[src/rtl/adc_frame_packer.sv]
// Packs ADC samples MSB-first into WORD_W-bit words for the TLP data FIFO,
// interleaving header words and producing a per-frame optical start pulse.
module adc_frame_packer #(
  parameter int NUM_CH    = 2,
  parameter int SAMPLE_W  = 12,
  parameter int WORD_W    = 64,
  parameter int TLP_WORDS = 15
) (
  input  logic                         InputClock,
  input  logic                         rst,
  input  logic [NUM_CH*SAMPLE_W-1:0]   adc_in,
  input  logic                         cfg_enable,
  input  logic [12:0]                  cfg_frame_len,
  input  logic [8:0]                   cfg_pulse_offset,
  input  logic [6:0]                   cfg_pulse_width,
  input  logic [2:0]                   cfg_ch_sel,
  input  logic                         cfg_auto_ch,
  input  logic                         cfg_pack_mode,
  input  logic                         cfg_test_mode,
  input  logic [15:0]                  cfg_buf_len_tlps,
  input  logic                         cfg_clr_ovf,
  input  logic                         fifo_full,
  output logic [WORD_W-1:0]            TLPData,
  output logic                         DataWriteEnable,
  output logic [39:0]                  TLPHeader,
  output logic                         HeaderWriteEnable,
  output logic                         StartPulse,
  output logic                         overflow_flag
);

  localparam int LANES_B = WORD_W / 8;
  localparam int LANES_S = WORD_W / SAMPLE_W;
  localparam int PAD_B   = WORD_W - LANES_B * 8;
  localparam int PAD_S   = WORD_W - LANES_S * SAMPLE_W;
  localparam int LANE_IW = $clog2(LANES_B + 1);
  localparam int TW      = $clog2(TLP_WORDS + 1);

  typedef enum logic [1:0] {IDLE, RUN, DROP, GAP} state_t;

  state_t               state;
  state_t               next_state;
  logic                 pack_mode;
  logic [LANE_IW-1:0]   lane_idx;
  logic [12:0]          frame_word_cnt;
  logic [20:0]          tick_cnt;
  logic [7:0]           test_cnt;
  logic [WORD_W-1:0]    word_acc;
  logic [TW-1:0]        tlp_word_cnt;
  logic [15:0]          tlp_cnt;
  logic [15:0]          buf_cnt;

  logic                 active;
  logic [4:0]           lane_w;
  logic [LANE_IW-1:0]   last_lane;
  logic                 word_done;
  logic [12:0]          frame_len_eff;
  logic                 frame_last;
  logic [7:0]           ch_num;
  logic [SAMPLE_W-1:0]  raw_sample;
  logic [15:0]          lane_val;
  logic [WORD_W-1:0]    acc_next;
  logic [WORD_W-1:0]    word_out;
  logic                 write_word;
  logic                 ovf_set;
  logic                 tlp_wrap;
  logic [9:0]           pulse_end;
  logic                 pulse_on;

  // Lane geometry follows the pack mode latched at the start of the frame.
  always_comb begin
    active        = (state == RUN) || (state == DROP);
    lane_w        = pack_mode ? 5'(SAMPLE_W) : 5'd8;
    last_lane     = pack_mode ? LANE_IW'(LANES_S - 1) : LANE_IW'(LANES_B - 1);
    word_done     = active && (lane_idx == last_lane);
    frame_len_eff = (cfg_frame_len == 13'd0) ? 13'd1 : cfg_frame_len;
    frame_last    = (({1'b0, frame_word_cnt} + 14'd1) == {1'b0, frame_len_eff});
    write_word    = (state == RUN) && word_done && !fifo_full;
    ovf_set       = (state == RUN) && word_done && fifo_full;
    tlp_wrap      = word_done && (tlp_word_cnt == TW'(TLP_WORDS - 1));
    pulse_end     = {1'b0, cfg_pulse_offset} + {3'b000, cfg_pulse_width};
    pulse_on      = active && (tick_cnt >= {12'd0, cfg_pulse_offset})
                           && (tick_cnt <= {11'd0, pulse_end});
  end

  always_comb begin
    ch_num = cfg_auto_ch ? (8'(lane_idx) % 8'(NUM_CH))
                         : ({5'd0, cfg_ch_sel} % 8'(NUM_CH));
    raw_sample = adc_in[SAMPLE_W-1:0];
    for (int c = 0; c < NUM_CH; c++) begin
      if (ch_num == 8'(c)) raw_sample = adc_in[c*SAMPLE_W +: SAMPLE_W];
    end
    if (cfg_test_mode)  lane_val = {8'h00, test_cnt};
    else if (pack_mode) lane_val = 16'(raw_sample);
    else                lane_val = {8'h00, raw_sample[7:0]};
    acc_next = (word_acc << lane_w) | WORD_W'(lane_val);
    word_out = pack_mode ? (acc_next << PAD_S) : (acc_next << PAD_B);
  end

  always_ff @(posedge InputClock or posedge rst) begin
    if (rst) state <= IDLE;
    else     state <= next_state;
  end

  always_comb begin
    next_state = state;
    case (state)
      IDLE: if (cfg_enable) next_state = RUN;
      RUN: begin
        if (word_done) begin
          if (frame_last)     next_state = GAP;
          else if (fifo_full) next_state = DROP;
        end
      end
      DROP: if (word_done && frame_last) next_state = GAP;
      GAP:  next_state = cfg_enable ? RUN : IDLE;
      default: next_state = IDLE;
    endcase
  end

  // DROP advances every counter like RUN so the host sees the tlp_cnt gap.
  always_ff @(posedge InputClock or posedge rst) begin
    if (rst) begin
      pack_mode         <= 1'b0;
      lane_idx          <= '0;
      frame_word_cnt    <= '0;
      tick_cnt          <= '0;
      test_cnt          <= '0;
      word_acc          <= '0;
      tlp_word_cnt      <= '0;
      tlp_cnt           <= '0;
      buf_cnt           <= '0;
      TLPData           <= '0;
      DataWriteEnable   <= 1'b0;
      TLPHeader         <= '0;
      HeaderWriteEnable <= 1'b0;
      StartPulse        <= 1'b0;
      overflow_flag     <= 1'b0;
    end else begin
      DataWriteEnable   <= 1'b0;
      HeaderWriteEnable <= 1'b0;
      StartPulse        <= pulse_on;

      if (ovf_set)          overflow_flag <= 1'b1;
      else if (cfg_clr_ovf) overflow_flag <= 1'b0;

      case (state)
        IDLE: begin
          lane_idx       <= '0;
          frame_word_cnt <= '0;
          tick_cnt       <= '0;
          test_cnt       <= '0;
          word_acc       <= '0;
          tlp_word_cnt   <= '0;
          tlp_cnt        <= '0;
          buf_cnt        <= '0;
          if (cfg_enable) pack_mode <= cfg_pack_mode;
        end
        RUN, DROP: begin
          test_cnt <= test_cnt + 8'd1;
          if (tick_cnt != '1) tick_cnt <= tick_cnt + 21'd1;
          if (word_done) begin
            lane_idx       <= '0;
            word_acc       <= '0;
            frame_word_cnt <= frame_word_cnt + 13'd1;
            if (write_word) begin
              TLPData         <= word_out;
              DataWriteEnable <= 1'b1;
            end
            if (tlp_wrap) begin
              tlp_word_cnt <= '0;
              if (write_word) begin
                HeaderWriteEnable <= 1'b1;
                TLPHeader <= {buf_cnt, tlp_cnt, cfg_ch_sel, cfg_auto_ch,
                              cfg_pack_mode, 3'b111};
              end
              if (tlp_cnt == cfg_buf_len_tlps) begin
                tlp_cnt <= '0;
                buf_cnt <= buf_cnt + 16'd1;
              end else begin
                tlp_cnt <= tlp_cnt + 16'd1;
              end
            end else begin
              tlp_word_cnt <= tlp_word_cnt + TW'(1);
            end
          end else begin
            lane_idx <= lane_idx + LANE_IW'(1);
            word_acc <= acc_next;
          end
        end
        GAP: begin
          test_cnt       <= test_cnt + 8'd1;
          tick_cnt       <= '0;
          lane_idx       <= '0;
          frame_word_cnt <= '0;
          word_acc       <= '0;
          if (cfg_enable) pack_mode <= cfg_pack_mode;
        end
        default: ;
      endcase
    end
  end

endmodule

[config.mk]
export PLATFORM = sky130hd
export DESIGN_NAME = adc_frame_packer
export DESIGN_NICKNAME = d
export VERILOG_FILES = /design/src/rtl/adc_frame_packer.sv
export SDC_FILE = /design/constraint.sdc
export NUM_CORES = 1
export LEC_CHECK = 0
export BUFFER_PORTS_ARGS = -buffer_cell sky130_fd_sc_hd__buf_2
export CAP_MARGIN = 30
export CORE_MARGIN = 1
export CORE_UTILIZATION = 35
export DETAILED_ROUTE_END_ITERATION = 8
export PLACE_DENSITY = 0.53
export REMOVE_ABC_BUFFERS = 1
export SLEW_MARGIN = 20
export SYNTH_ARGS = -nofsm -noshare
export SYNTH_HDL_FRONTEND = slang
export SYNTH_SLANG_ARGS = --single-unit
[constraint.sdc]
create_clock -name InputClock -period 12 [get_ports InputClock]
set_input_delay 1.8 -clock InputClock [delete_from_list [all_inputs] [get_ports InputClock]]
set_output_delay 1.8 -clock InputClock [all_outputs]
set_load 0.01 [all_outputs]
==> results of run 1 <==
-- worst paths after layout --
path | endpoint | slack [ns] | cells past startpoint
max | StartPulse | 7.76 | 16
min in group asynchronous | TLPData[33] | 1.38 | 2
max in group asynchronous | word_acc[3] | 9.22 | 3
min reg2reg | TLPData[59] | 0.47 | 2
max reg2reg | buf_cnt[7] | 8.60 | 7
min | TLPData[59] | 0.47 | 2
-- critical path: cells and delay by family --
family	cells	cell delay (ns)
fa+ha+maj	3	0.86
xor+xnor	1	0.15
compound gates	8	1.35
simple gates	2	0.33
buf+inv	2	0.16
-- registers in the layout (all words and copies together), names as in the netlist --
| register | flops |
|---|---|
| StartPulse | 1 |
| tlp_cnt | 16 |
| state | 2 |
| pack_mode | 1 |
| tick_cnt | 21 |
| lane_idx | 4 |
| DataWriteEnable | 1 |
| TLPData | 64 |
| overflow_flag | 1 |
| word_acc | 56 |
| HeaderWriteEnable | 1 |
| test_cnt | 8 |
| tlp_word_cnt | 4 |
| buf_cnt | 16 |
| frame_word_cnt | 13 |
| TLPHeader | 38 |
-- per-stage QoR --
stage	utilization (%)	worst slack [ns]	instance area [µm²]	hold slack (ns)	total power, µW
after floorplan	-	3.41	12100	0.438	1700
after global placement	39.5	7.35	13700	0.457	1950
after detailed placement	39.6	7.19	13700	0.466	1990
after CTS	42.6	7.81	14800	0.479	2920
after global routing	42.6	7.58	14800	0.492	3060
final	42.6	7.76	14800	0.467	2870
-- Yosys cell counts (14+ instances only) --
cell type | instances | area share, %
dfrtp_1 | 247 | 50
nand4_1 | 19 | 0.96
nand3_1 | 26 | 1.0
a21oi_1 | 40 | 1.6
nor2_1 | 136 | 4.1
xnor2_1 | 47 | 3.3
inv_1 | 26 | 0.79
mux2i_1 | 108 | 8.7
clkbuf_1 | 40 | 1.2
xor2_1 | 38 | 2.7
nand2_1 | 113 | 3.4
nor2b_1 | 14 | 0.70
o21ai_0 | 102 | 4.1
ha_1 | 38 | 3.8
mux2_2 | 30 | 2.7
and3_1 | 21 | 1.1
-- power by group --
| group | switching (µW) | internal, µW |
|---|---|---|
| combinational | 466 | 330 |
| clock | 348 | 568 |
| sequential | 182 | 973 |
| total | 996 | 1870 |
-- final cells by class --
class | count | area, µm²
Clock buffer | 45 | 918
Inverter | 27 | 109
Fill cell | 3422 | 19900
Sequential cell | 247 | 6180
Timing Repair Buffer | 200 | 1090
Multi-Input combinational cell | 863 | 5830
Tap cell | 455 | 569
Clock inverter | 9 | 106
-- cell families after synthesis --
logic type,share of synthesized area [%]
adders and majority gates,3.99
DFF,49.7
AOI/OAI and AO/OA,8.71
buffers and inverters,3.43
and+or+nand+nor,16.0
muxes,12.1
xor gates and xnor gates,5.99
-- layer usage --
metal	vias to the layer above	track usage (%)	wire length, µm
li1	4511	-	-
met1	4319	22.6	14000
met2	176	26.0	13000
met3	41	2.30	1230
met4	0	3.78	502
met5	-	0	0
==> flow_summary.yaml, run 1 <==
setup_path:
  path_class: "primary input to flip-flop"
  crit_path_max_fanout: 3
  arrival_ns: 4.65
  reg2reg_from: "pack_mode"
  crit_path_end_kind: "flip-flop"
  cp-startpoint: "cfg_pulse_offset[0]"
  crit_top_cell: "o21ai_0"
  cpPeakStageDelay_ns: 0.41
  path_cells: "buf_2 > ha_1 > inv_1 > fa_1 > nor2b_1 > o21ai_0 > a21oi_1 > o21ai_0 > a21oi_1 > o21ai_0 > xnor2_1 > ha_1 > and4_1 > a211oi_1 > a31oi_1 > a2111oi_0"
  cpMaxStageDelayCell: "fa_1"
  critical_path.startpoint_type: "primary input"
  required_ns: 12.41
floorplan:
  core_area_um2: 34700
  io_pins: 188
  die_y_um: 190
  die_area_um2: 36300
  num_rows: 68
  die_x_um: 190
  start_util_pct: 35.8
timing:
  finalCritPeriodShare_pct: 35.3
  relSlewSlack_pct: 39.4
  max_freq_mhz: 236
  hold_violations: 0
  slew_viol_final: 0
  setup_viol: 0
  period_needed_ns: 4.24
  worst_pin_slew_ns: 0.909
  fin_skew_ns: 0.0182
  tns_ns: 0
  rsz0062_at_grt: "false"
grt:
  grt_pass1_wl_um: 47500
  track_usage_pct: 16.1
  first_global_vias: 8995
  grt_overflow: 0
  grt_max_degree: 112
  antenna_found_initial: 0
clocking:
  clkTransAtPathRegs_ns: 0.06
  clock-root-buffer: "clkbuf_16"
  cts_max_level: 1
  clock_sinks: 247
  cts_setup_buffers: 0
  insertion_delay_ns: 0.54
  numCtsBuffers: 30
  tritoncts: "built"
  cts_buffer_depth: 3
  holdBufCountCts: 0
  cts-resized-gates: 0
pwr:
  vdd_drop_max_mv: 0.124
  leakage_uw: 0.00716
  power.density_nw_per_um2: 194
synthesis:
  ys_seq_elements: 247
  synth.distinct_cells: 70
  syn_inst: 1198
  ys.flop_type: "dfrtp_1"
  async_flop_share_pct: 100
  yosysSeqAreaShare_pct: 49.7
  yosysWarnings: 0
  synth_area_per_cell_um2: 10.4
  syn_area_um2: 12400
  synth_edf_count: 0
final_layout:
  final_nets: 1488
  final_cell_mix: "dfrtp_1, buf_2, nor2_1"
  final_cells: 1846
  drive_above_1_share_pct: 21.9
  area_growth_pct: 19.1
  diodes: 0
  mostFrequentLayoutCell: "dfrtp_1"
placed_design:
  gp_congestion: 0.830
  post-dp-hpwl_um: 20000
  dp_cells: 1791
  port_buffers: 187
job:
  cap_viol_max_count: 0
route:
  drt-total-wl_um: 28800
  wire_per_inst_um: 15.6
  drc: 0
  viasPerCell: 4.90
  vias: 9047
  ant_nets: 0
  first_pass_iters: 4
  drt_iter0_drc: 437
outcome:
  status: "complete, no violations"
worst_hold_path:
  hold_path.class: "flip-flop to flip-flop"
  hp-start: "TLPData[59]"
Power figures use the tool's default switching activity.
==> run 2: changes to the inputs <==
- clock period: 12 -> 4.1 ns (I/O delays scaled with it)
==> flow_summary.yaml, run 2 (synthesis gave the netlist of run 1 again) <==
placed_design:
  dp_cells: 1796
  port_buffers: 187
  post-dp-hpwl_um: 20400
  gp_congestion: 0.831
grt:
  grt_overflow: 0
  grt_max_degree: 115
  track_usage_pct: 16.3
  antenna_found_initial: 0
  first_global_vias: 8946
  grt_pass1_wl_um: 48100
clocking:
  clock-root-buffer: "clkbuf_16"
  clock_sinks: 247
  numCtsBuffers: 29
  cts_max_level: 1
  insertion_delay_ns: 0.55
  cts_buffer_depth: 3
  tritoncts: "built"
  cts-resized-gates: 0
  holdBufCountCts: 0
  clkTransAtPathRegs_ns: 0.06
  cts_setup_buffers: 0
final_layout:
  final_cell_mix: "dfrtp_1, buf_2, nor2_1"
  fillers: 3405
  top_regs: "TLPData (64), word_acc (56), TLPHeader (38)"
  final_cells: 1848
  largest_reg_flops: 64
  top_register: "TLPData"
  ff_latch_area_um2: 6180
  mostFrequentLayoutCell: "dfrtp_1"
  diodes: 0
  drive_above_1_share_pct: 21.9
  area_growth_pct: 18.7
  multi_input_area_um2: 5830
  final_nets: 1491
pwr:
  power.density_nw_per_um2: 563
  seqPwrFrac_pct: 40.1
  swShare_pct: 35.2
  finalPower_uw: 8310
  leakage_uw: 0.00715
  vdd_drop_max_mv: 0.389
  power_switching_uw: 2930
  clockPowerShare_pct: 31.4
  p_int_uw: 5380
  p_comb_share_pct: 28.5
floorplan:
  start_util_pct: 35.8
  die_y_um: 190
  core_area_um2: 34700
  die_x_um: 190
  io_pins: 188
  num_rows: 68
  die_area_um2: 36300
timing:
  setup_viol: 0
  hold_violations: 0
  finalCritPeriodShare_pct: 76.2
  relSlewSlack_pct: 46.2
  max_freq_mhz: 320
  slew_viol_final: 0
  period_needed_ns: 3.12
  fin_skew_ns: 0.0165
  rsz0062_at_grt: "false"
  worst_pin_slew_ns: 0.807
route:
  ant_nets: 0
  drt_iter0_drc: 423
  drc: 0
  viasPerCell: 4.93
  wire_per_inst_um: 15.8
  first_pass_iters: 4
  drt-total-wl_um: 29100
  vias: 9115
setup_path:
  crit_path_max_fanout: 33
  critical_path.startpoint_type: "flip-flop"
  path_class: "flip-flop to flip-flop"
  crit_path_end_kind: "flip-flop"
  arrival_ns: 3.54
  required_ns: 4.52
job:
  cap_viol_max_count: 0
worst_hold_path:
  hold_path.class: "primary input to asynchronous set/reset pin"
outcome:
  status: "complete, no violations"
-- run 2: cell types whose count changed in the layout (fill, tap and decap cells not counted), sizes merged --
cell / before / now
clkbuf: 45 / 39
clkinvlp: 2 / 0
bufinv: 2 / 4
buf: 200 / 204
clkinv: 5 / 9
-- run 2: final cells by class --
type	count	area share [%]
clock inverters	13	1.15
repair buffers	204	7.43
clock buffers	39	5.38
inverters	27	0.738
flip-flops and latches	247	41.9
well taps	455	3.86
multi-input cells	863	39.5
-- run 2: path summary, 6_finish.rpt --
| kind | endpoint | depth (start not counted) | from | slack, ns |
|---|---|---|---|---|
| min reg2reg | TLPData[56] | 2 | TLPData[56] | 0.47 |
| min | TLPData[25] | 2 | rst | 0.24 |
| max in group asynchronous | lane_idx[0] | 3 | rst | 2.94 |
| max | buf_cnt[7] | 7 | pack_mode | 0.98 |
| max reg2reg | buf_cnt[7] | 7 | pack_mode | 0.98 |
| min in group InputClock | overflow_flag | 2 | cfg_clr_ovf | 0.28 |
-- run 2: critical path, stage by stage, from the launching register on --
cell     delay (ns)
dfrtp_4        0.77
or3b_4         0.47
a21oi_4        0.30
a21o_1         0.42
and2_1         0.55
and4_1         0.30
xnor2_1        0.12
nor2_1         0.06
-- run 2: stage by stage --
stage / util [%] / cell area (µm²) / hold slack, ns / TNS [ns] / worst slack (ns)
4_1_cts: 42.5 / 14700 / 0.255 / 0 / 0.968
3_5_place_dp: 39.7 / 13800 / 0.466 / 0 / 0.525
2_1_floorplan: - / 12100 / 0.438 / -1037.40 / -3.30
5_1_grt: 42.5 / 14700 / 0.279 / 0 / 0.758
3_3_place_gp: 39.6 / 13800 / 0.456 / 0 / 0.630
6_report: 42.5 / 14700 / 0.236 / 0 / 0.978
-- run 2: layer usage --
metal  global-route usage (%)  vias to the layer above  routed length [µm]
li1                         -                     4518                   -
met1                     23.1                     4374               13900
met2                     26.0                      184               13400
met3                     2.59                       39                1290
met4                     3.51                        0                 545
met5                        0                        -                   0
-- run 2: power groups by stage --
| stage | clock [µW] | sequential, µW | combinational, µW |
|---|---|---|---|
| after global placement | 0 | 3370 | 2370 |
| after detailed placement | 0 | 3380 | 2420 |
| final | 2610 | 3330 | 2370 |
| after global routing | 2790 | 3410 | 2670 |
| after floorplan | 0 | 3410 | 1560 |
| after CTS | 2690 | 3340 | 2420 |
